--- src/rtl/cache_pkg.sv ---
// Shared constants and FSM encoding for the direct-mapped write-through cache.
package cache_pkg;
    localparam int DEFAULT_ADDR_W = 32;
    localparam int LINES          = 16;
    localparam int INDEX_W        = $clog2(LINES);
    localparam int TAG_W          = DEFAULT_ADDR_W - INDEX_W - 2;

    typedef logic [1:0] state_t;
    localparam state_t ST_IDLE       = 2'd0;
    localparam state_t ST_FILL       = 2'd1;
    localparam state_t ST_WRITE_THRU = 2'd2;
endpackage

--- src/rtl/cache_array.sv ---
// Tag/valid/data storage: one combinational read port, one write port,
// valid bits cleared synchronously on reset; tag and data are never reset.
module cache_array #(
    parameter int LINES   = 16,
    parameter int INDEX_W = 4,
    parameter int TAG_W   = 26,
    parameter int DATA_W  = 32
) (
    input  logic               clk,
    input  logic               reset,
    input  logic [INDEX_W-1:0] rd_index,
    output logic               rd_valid,
    output logic [TAG_W-1:0]   rd_tag,
    output logic [DATA_W-1:0]  rd_data,
    input  logic               wr_en,
    input  logic [INDEX_W-1:0] wr_index,
    input  logic [TAG_W-1:0]   wr_tag,
    input  logic [DATA_W-1:0]  wr_data
);
    logic [TAG_W-1:0]  tag_mem  [LINES];
    logic [DATA_W-1:0] data_mem [LINES];
    logic [LINES-1:0]  valid_vec;

    // One flop per line so each valid bit has a single driver.
    for (genvar gi = 0; gi < LINES; gi++) begin : g_valid
        logic line_valid_reg;

        always_ff @(posedge clk) begin
            if (reset) begin
                line_valid_reg <= 1'b0;
            end else if (wr_en && (wr_index == INDEX_W'(gi))) begin
                line_valid_reg <= 1'b1;
            end
        end

        assign valid_vec[gi] = line_valid_reg;
    end

    always_ff @(posedge clk) begin
        if (wr_en) begin
            tag_mem[wr_index]  <= wr_tag;
            data_mem[wr_index] <= wr_data;
        end
    end

    assign rd_valid = valid_vec[rd_index];
    assign rd_tag   = tag_mem[rd_index];
    assign rd_data  = data_mem[rd_index];
endmodule

--- src/rtl/cache_controller.sv ---
// Direct-mapped, one-word-line cache: zero-latency read hits, read-miss fill
// with bypass, write-through with no write-allocate, single outstanding access.
module cache_controller #(
    parameter int ADDR_W = 32,
    parameter int DATA_W = 32,
    parameter int LINES  = cache_pkg::LINES
) (
    input  logic              clk,
    input  logic              reset,
    input  logic              cpu_req,
    input  logic              cpu_we,
    input  logic [ADDR_W-1:0] cpu_addr,
    input  logic [DATA_W-1:0] cpu_wdata,
    output logic [DATA_W-1:0] cpu_rdata,
    output logic              cache_ready,
    output logic              mem_req,
    output logic              mem_we,
    output logic [ADDR_W-1:0] mem_addr,
    output logic [DATA_W-1:0] mem_wdata,
    input  logic [DATA_W-1:0] mem_rdata,
    input  logic              mem_ready
);
    import cache_pkg::state_t;
    import cache_pkg::ST_IDLE;
    import cache_pkg::ST_FILL;
    import cache_pkg::ST_WRITE_THRU;

    localparam int INDEX_W = $clog2(LINES);
    localparam int TAG_W   = ADDR_W - INDEX_W - 2;

    state_t            state_reg, state_next;
    logic [ADDR_W-1:0] mem_addr_reg;
    logic [DATA_W-1:0] mem_wdata_reg;
    logic              mem_we_reg;

    logic [ADDR_W-1:0]  lookup_addr;
    logic [INDEX_W-1:0] lookup_index;
    logic [TAG_W-1:0]   lookup_tag;
    logic               rd_valid;
    logic [TAG_W-1:0]   rd_tag;
    logic [DATA_W-1:0]  rd_data;
    logic               hit;
    logic               wr_en;
    logic [DATA_W-1:0]  wr_data;
    logic               start_txn;
    logic               unused_byte_bits;

    // Outside IDLE the CPU may drop or change its request, so look up with the latched address.
    assign lookup_addr      = (state_reg == ST_IDLE) ? cpu_addr : mem_addr_reg;
    assign lookup_index     = lookup_addr[INDEX_W+1:2];
    assign lookup_tag       = lookup_addr[ADDR_W-1:INDEX_W+2];
    assign unused_byte_bits = ^lookup_addr[1:0];
    assign hit              = rd_valid && (rd_tag == lookup_tag);

    cache_array #(
        .LINES  (LINES),
        .INDEX_W(INDEX_W),
        .TAG_W  (TAG_W),
        .DATA_W (DATA_W)
    ) u_array (
        .clk     (clk),
        .reset   (reset),
        .rd_index(lookup_index),
        .rd_valid(rd_valid),
        .rd_tag  (rd_tag),
        .rd_data (rd_data),
        .wr_en   (wr_en),
        .wr_index(lookup_index),
        .wr_tag  (lookup_tag),
        .wr_data (wr_data)
    );

    always_comb begin
        state_next  = state_reg;
        cache_ready = 1'b1;
        wr_en       = 1'b0;
        wr_data     = mem_rdata;
        case (state_reg)
            ST_IDLE: begin
                if (cpu_req && cpu_we) begin
                    cache_ready = 1'b0;
                    state_next  = ST_WRITE_THRU;
                end else if (cpu_req && !hit) begin
                    cache_ready = 1'b0;
                    state_next  = ST_FILL;
                end
            end
            ST_FILL: begin
                cache_ready = mem_ready;
                if (mem_ready) begin
                    wr_en      = 1'b1;
                    state_next = ST_IDLE;
                end
            end
            ST_WRITE_THRU: begin
                cache_ready = mem_ready;
                if (mem_ready) begin
                    wr_en      = hit;
                    wr_data    = mem_wdata_reg;
                    state_next = ST_IDLE;
                end
            end
            default: state_next = ST_IDLE;
        endcase
        // Reset abandons any transaction in flight without touching the arrays.
        if (reset) begin
            cache_ready = 1'b1;
            wr_en       = 1'b0;
        end
    end

    assign start_txn = (state_reg == ST_IDLE) && (state_next != ST_IDLE);

    always_ff @(posedge clk) begin
        if (reset) begin
            state_reg     <= ST_IDLE;
            mem_addr_reg  <= '0;
            mem_wdata_reg <= '0;
            mem_we_reg    <= 1'b0;
        end else begin
            state_reg <= state_next;
            if (start_txn) begin
                mem_addr_reg <= {cpu_addr[ADDR_W-1:2], 2'b00};
                mem_we_reg   <= cpu_we;
                if (cpu_we) begin
                    mem_wdata_reg <= cpu_wdata;
                end
            end
        end
    end

    assign mem_req   = (state_reg != ST_IDLE) && !reset;
    assign mem_we    = mem_we_reg;
    assign mem_addr  = mem_addr_reg;
    assign mem_wdata = mem_wdata_reg;
    assign cpu_rdata = reset ? '0 : ((state_reg == ST_FILL) ? mem_rdata : rd_data);
endmodule
--- config.mk ---
export PLATFORM = sky130hd
export DESIGN_NAME = cache_controller
export DESIGN_NICKNAME = d
export VERILOG_FILES = /design/src/rtl/cache_pkg.sv /design/src/rtl/cache_array.sv /design/src/rtl/cache_controller.sv
export SDC_FILE = /design/constraint.sdc
export NUM_CORES = 1
export LEC_CHECK = 0
export CAP_MARGIN = 20
export CELL_PAD_IN_SITES_DETAIL_PLACEMENT = 1
export CELL_PAD_IN_SITES_GLOBAL_PLACEMENT = 1
export CORE_MARGIN = 2
export CORE_UTILIZATION = 25
export CTS_BUF_LIST = sky130_fd_sc_hd__clkbuf_8
export DETAILED_ROUTE_END_ITERATION = 16
export PLACE_DENSITY = 0.51
export SLEW_MARGIN = 20
export SYNTH_ARGS = -nofsm -noshare
export SYNTH_HDL_FRONTEND = slang
export SYNTH_HIERARCHICAL = 1
export SYNTH_SLANG_ARGS = --single-unit
--- constraint.sdc ---
create_clock -name clk -period 11.84 [get_ports clk]
set_input_delay 2.368 -clock clk [delete_from_list [all_inputs] [get_ports clk]]
set_output_delay 2.368 -clock clk [all_outputs]
set_load 0.02 [all_outputs]
Word-level counts from Yosys, hierarchy flattened:

Memory sizes are Yosys's and may differ from the RTL's.
Cells that the tools add are included.

* register bits after elaboration: 81
* bits in writable memories: 928
* input port bits: 101
* output and inout bits: 99
* logic and storage cells: 91
* memories: 2

* magnitude comparators: 1
* eq/ne operators: 18
* muxes and demuxes: 21
* reductions and logical operators: 29

Memory list
* u_array.data_mem: words 16, width 32, rd ports 1, clocked after memory_dff 0, write ports 1, line cache_array.sv:21 `logic [DATA_W-1:0] data_mem [LINES];`
* u_array.tag_mem: words 16, width 26, rd ports 1, clocked after memory_dff 0, write ports 1, line cache_array.sv:20 `logic [TAG_W-1:0] tag_mem [LINES];`

Operators with widths (count)
* 2-to-1 mux 32 bit: 5
* equality test 4 bit (second input constant): 8
* equality test 26 bit: 1
* logical AND 1 bit: 21
* equality test 4 x 3 -> 1 bit (second input constant): 4
* 2-to-1 mux 1 bit: 9
* equality test 4 x 2 -> 1 bit (second input constant): 2
* 2-to-1 mux 2 bit: 3
* < comparator 4 x 5 -> 1 bit (second input constant): 1
* binary-select mux 1 bit (select 4 bit): 1
* equality test 4 x 1 -> 1 bit (second input constant): 1
* logical NOT 4 bit: 1
* case mux 1 bit (2 select lines): 2
* case mux 2 bit (2 select lines): 1
* nonzero test 2 bit: 2
* equality test 2 x 1 -> 1 bit (second input constant): 1
* equality test 2 bit (second input constant): 1
* logical NOT 1 bit: 2
* logical NOT 2 bit: 1
* AND reduction 2 bit: 1
* OR reduction 2 bit: 1

Longest topological paths before layout:

* depth after elaboration: 13
* depth in mapped cells: 21
* mapped depth without buffers: 15

By module:

The synthesis kept the hierarchy.

Modules (own cells, without submodules)
* cache_array: times used 1, cells an instance 1506, area an instance 35321.4 um^2, seq. area each 28187.0 um^2
* cache_controller: times used 1, cells an instance 493, area an instance 4285.4 um^2, seq. area each 1301.2 um^2

Least setup slack after synthesis:

OpenSTA, ideal clock, no wires.

* path kind: input port to flip-flop
* start: in cpu_addr[2]
* end: mem u_array.data_mem[0][0], enable pin
* setup time: 545 ps
* arrival: 9772 ps
* required time: 11295 ps
* slack: 1523 ps
* cell stages on the path: 14
* path buffers: 2
* cell sequence: mux2_2 > buf_2 > buf_2 > mux4_2 > a22oi_1 > nand2_1 > xor2_1 > nor4_1 > nand4_1 > nor3_1 > a21oi_1 > nor3_1 > or3b_2 > nor3_1

* word-level cells in the longest chain between the ends: 9
* elaborated cells on any way between the ends: 11
* classes of those cells: eq/ne: 1; mux: 8; reduce/logical: 1; memory: 1

RTL lines
* from (decl): line cache_controller.sv:12 `input logic [ADDR_W-1:0] cpu_addr,`
* 2-to-1 mux 32 bit: line cache_controller.sv:49 `assign lookup_addr = (state_reg == ST_IDLE) ? cpu_addr : mem_addr_reg;`
* memory (16 x 26 bit)
* via rd_tag[6]: line cache_controller.sv:40 `logic [TAG_W-1:0] rd_tag;`
* equality test 26 bit: line cache_controller.sv:53 `assign hit = rd_valid && (rd_tag == lookup_tag);`
* logical AND 1 bit: line cache_controller.sv:53
* 2-to-1 mux 1 bit: line cache_controller.sv:97 `if (mem_ready) begin`
* case mux 1 bit (2 select lines): line cache_controller.sv:78 `case (state_reg)`
* 2-to-1 mux 1 bit: line cache_controller.sv:106 `if (reset) begin`
* via wr_en: line cache_controller.sv:43 `logic wr_en;`
* 2-to-1 mux 1 bit: line cache_array.sv:40 `if (wr_en) begin`
* 2-to-1 mux 1 bit (implied by the code): line cache_array.sv:42 `data_mem[wr_index] <= wr_data;`
* to (decl): line cache_array.sv:21

The timed path passes the listed nets, and every way through them passes these cells. The select of a mux whose other input is x is not followed.

Worst setup path after layout:

* start: in cpu_addr[2]
* end: out cache_ready

* word-level cells in the longest chain between the ends: 10
* elaborated cells on any way between the ends: 12
* classes of those cells: eq/ne: 1; mux: 7; reduce/logical: 3; memory: 1

RTL lines
* 2-to-1 mux 32 bit: line cache_controller.sv:49
* via lookup_addr[2]: line cache_controller.sv:36 `logic [ADDR_W-1:0] lookup_addr;`
* memory (16 x 26 bit)
* via rd_tag[3]: line cache_controller.sv:40
* equality test 26 bit: line cache_controller.sv:53
* logical AND 1 bit: line cache_controller.sv:53
* logical NOT 1 bit: line cache_controller.sv:83 `end else if (cpu_req && !hit) begin`
* logical AND 1 bit: line cache_controller.sv:83
* 2-to-1 mux 1 bit: line cache_controller.sv:83
* 2-to-1 mux 1 bit: line cache_controller.sv:80 `if (cpu_req && cpu_we) begin`
* case mux 1 bit (2 select lines): line cache_controller.sv:78
* 2-to-1 mux 1 bit: line cache_controller.sv:106
* to (decl): line cache_controller.sv:15 `output logic cache_ready,`

The timed path passes the listed nets, and every way through them passes these cells. The select of a mux whose other input is x is not followed.

==> results.yml <==
status:
  result_of_the_run: "finished, final reports clean"
hold_path:
  hold_path_startpoint: "mem_wdata[23]$_SDFFE_PP0P_"
  worst_hold_path_type: "reg -> reg"
  min_to: "mem_wdata[23]$_SDFFE_PP0P_"
  hold_depth: 2
layout:
  final_layout_size_suffix_gt1_share_pct: 24.53
  area_growth_pct: 20.42
  num-fill-cells: 16150
  fin_nets: 2403
  flip_flop_count_of_the_largest_register_after_layout: 512
power:
  internal-power_w: 0.005945
  ir_worst_vdd_v: 0.00009400
  p_seq_share_pct: 49.9
  comb_power_share_pct: 11.9
  sw_frac_of_total_pct: 25.34
  leakage_power_figure_nw: 15.07
  power_density_mw_per_mm2: 166.9
  p_clk_share_pct: 38.3
  netSwitchingPower_w: 0.002017
logic_synthesis:
  netlist_top_cells_count: "sky130_fd_sc_hd__edfxtp_1, sky130_fd_sc_hd__mux4_2, sky130_fd_sc_hd__nand2_1"
  synth_cells: 1999
  ys_top_cells_by_area: "sky130_fd_sc_hd__edfxtp_1, sky130_fd_sc_hd__mux4_2, sky130_fd_sc_hd__dfxtp_1"
  yosys.cell_count.top_type: "sky130_fd_sc_hd__edfxtp_1"
  yosysTopAreaCellShare_pct: 70.36
  synthesis.area_per_instance_um2: 19.81
  synthFlopType: "sky130_fd_sc_hd__edfxtp_1"
  ffs_latches_synth: 1009
  synth.lib_cells_used.distinct: 45
  synth_warnings: 6
  synth_edf_count: 928
  async_reset_ff_share_pct: 0
  synth_area_leader_cell: "sky130_fd_sc_hd__edfxtp_1"
  synth_sequential_area_ratio_pct: 74.45
  netlist_area_mm2: 0.03961
placed_design:
  gp_routability_congestion: 0.7080
  port_buffers: 195
  dp_worst_setup_slack_ns: 1.740
  hpwl_mm: 57.28
die:
  initial_utilization_pct: 25.09
  design.portCount: 200
  horizontal_die_dimension_um: 402.0
  die_area_mm2: 0.1616
  core_region_area_mm2: 0.1578
  die-height_um: 402.0
  rows: 146
timing:
  maxSlewHeadroom_pct: 28.24
  rsz0062_at_grt: "false"
  layout_worst_path_cycle_share_pct: 85.29
  fmaxAchievable_ghz: 0.09903
  count_of_final_max_slew_check_failures: 0
  final_hold_fails: 0
  worst_clock_skew_ns: 0.05497
  fin_setup_tns_ns: 0
  fin_crit_ns: 10.10
  timing_worst_slew_pin_value_ns: 1.068
  setup_viol_count_final: 0
  final_critical_path_setup_slack_ns: 1.742
setup_path:
  r2r_start: "state_reg[1]$_SDFF_PP0_"
  r2r_end: "u_array/data_mem[15][30]$_DFFE_PP_"
  crit_path_max_fanout: 74
  rrSetupSlack_ns: 3.17
  r2r_cells: 17
  critical_path_class: "in -> out"
  setup.worst_path.start_class: "primary input"
  timing.critical_path.arrival_ns: 7.73
  crit_path_end_kind: "output port"
  critical_path_required_ns: 9.47
grt:
  number_of_antenna_violations_at_the_first_check_in_global_routing: 3
  first_global_vias: 23010
  globalRoute.totalOverflow: 0
  pin_count_of_the_biggest_net_entering_global_routing: 102
  grt_pass1_wl_mm: 158.1
  grtUsageTotal_pct: 13.41
route:
  final_antenna_net_count: 0
  wirelength_mm: 108.5
  drc: 0
  avgViaCountPerCell: 4.529
  route.vias.total: 20460
  firstDrtPassIters: 6
  routedWlPerCell_um: 24.03
  first_iter_violations: 1667
clock_tree:
  cts_max_path_buffers: 3
  clock_insertion_delay_worst_skew_ns: 0.86
  cts_inserted_buffers: 175
  cts_tree: "done"
  post_cts.repair.setup_buffers: 0
  cts_max_level: 4
  clock_sink_count: 1009
  ctsHoldBuffers: 0
  cts-root-buf: "sky130_fd_sc_hd__clkbuf_8"
  post_cts.resized_instances: 0
  clkTransAtPathRegs_ns: 0.06
run:
  cap_viol_max_count: 0
==> cell usage in the layout, fill, tap and decap left out, types with 4 or more instances in the layout <==
master / count
sky130_fd_sc_hd__edfxtp_1: 928
sky130_fd_sc_hd__mux4_2: 236
sky130_fd_sc_hd__clkdlybuf4s50_1: 194
sky130_fd_sc_hd__clkbuf_8: 187
sky130_fd_sc_hd__nand2_1: 129
sky130_fd_sc_hd__a22oi_1: 118
sky130_fd_sc_hd__dfxtp_1: 81
sky130_fd_sc_hd__inv_1: 64
sky130_fd_sc_hd__mux2i_1: 63
sky130_fd_sc_hd__nand2b_1: 63
sky130_fd_sc_hd__mux2_2: 56
sky130_fd_sc_hd__nor2_1: 52
sky130_fd_sc_hd__a21oi_1: 48
sky130_fd_sc_hd__clkinv_1: 38
sky130_fd_sc_hd__buf_4: 29
sky130_fd_sc_hd__xor2_1: 23
sky130_fd_sc_hd__clkinv_2: 19
sky130_fd_sc_hd__buf_12: 18
sky130_fd_sc_hd__nor2_4: 13
sky130_fd_sc_hd__bufinv_16: 6
sky130_fd_sc_hd__inv_6: 5
sky130_fd_sc_hd__diode_2: 4
sky130_fd_sc_hd__mux2_4: 4
sky130_fd_sc_hd__nor4_1: 4
sky130_fd_sc_hd__nor3_1: 4
sky130_fd_sc_hd__inv_8: 4
sky130_fd_sc_hd__nor3_2: 4
sky130_fd_sc_hd__a31oi_1: 4
==> kinds of logic after synthesis <==
logic type,Yosys count,synth area share (%)
simple gates,292,3.396
fa+ha+maj,4,0.1264
buf+inv,127,1.532
flops,1009,74.45
mux,361,16.81
xor+xnor,26,0.5750
compound gates,179,3.096
other cells,1,0.009468
==> worst max-delay path, cell delays in order <==
cell and delay [ns]:
sky130_fd_sc_hd__clkdlybuf4s50_1 0.50, sky130_fd_sc_hd__mux2_8 0.66, sky130_fd_sc_hd__buf_12 0.53, sky130_fd_sc_hd__mux4_2 0.59, sky130_fd_sc_hd__a22oi_1 0.21, sky130_fd_sc_hd__nand2_1 0.09, sky130_fd_sc_hd__xor2_1 0.18, sky130_fd_sc_hd__nor4_1 0.64
sky130_fd_sc_hd__nand2_1 0.21, sky130_fd_sc_hd__nor3_1 0.45, sky130_fd_sc_hd__a21oi_1 0.13, sky130_fd_sc_hd__o211ai_1 0.22, sky130_fd_sc_hd__clkdlybuf4s50_1 0.77
==> per-layer routing <==
| layer | up-vias | GRT usage [%] | share of wire, % |
|---|---|---|---|
| li1 | 8769 | - | - |
| met1 | 11010 | 17.71 | 44 |
| met2 | 517 | 22.29 | 49 |
| met3 | 167 | 2.544 | 4.4 |
| met4 | 4 | 4.135 | 2.0 |
| met5 | - | 0 | 0.024 |
==> through the flow <==
stage	hold WS, ns	cell area (µm²)	power [W]	util (%)	std cells
after floorplan	0.4315	39610	0.004644	-	2000
after global placement	0.4423	44340	0.004989	28.09	4193
after detailed placement	0.4642	44340	0.005011	28.09	4193
after CTS	0.4781	47680	0.008096	30.21	4514
after global routing	0.5014	47690	0.008287	30.22	4516
final	0.4757	47690	0.007962	30.22	4518
==> final cells by class <==
cell class                      instances  area, µm²  area share, %
Sequential cell                      1009      29490          61.83
Antenna cell                            4      10.01        0.02099
Clock inverter                        134      772.0          1.619
Inverter                                6      22.52        0.04722
Clock buffer                          187       2574          5.396
Tap cell                             2072       2592          5.436
Timing Repair Buffer                  242       2531          5.307
Multi-Input combinational cell        864       9704          20.35
==> worst max path at each step <==
stage	cells after the start	end	slack (ns)	from
3_3_place_gp	13	cache_ready	1.77	cpu_addr[2]
5_1_grt	13	cache_ready	1.32	cpu_addr[2]
4_1_cts	13	cache_ready	1.71	cpu_addr[2]
2_1_floorplan	14	u_array/data_mem[0][0]$_DFFE_PP_	1.52	cpu_addr[2]
3_5_place_dp	13	cache_ready	1.74	cpu_addr[2]
6_report	13	cache_ready	1.74	cpu_addr[2]
==> power by group through the flow <==
stage	clock network [W]	logic (W)	registers [W]
2_1_floorplan	0	0.000581	0.00406
3_3_place_gp	0	0.000945	0.00404
3_5_place_dp	0	0.000964	0.00405
4_1_cts	0.00316	0.000966	0.00397
5_1_grt	0.00329	0.00102	0.00397
6_report	0.00305	0.000944	0.00397
Power figures use the tool's default switching activity.
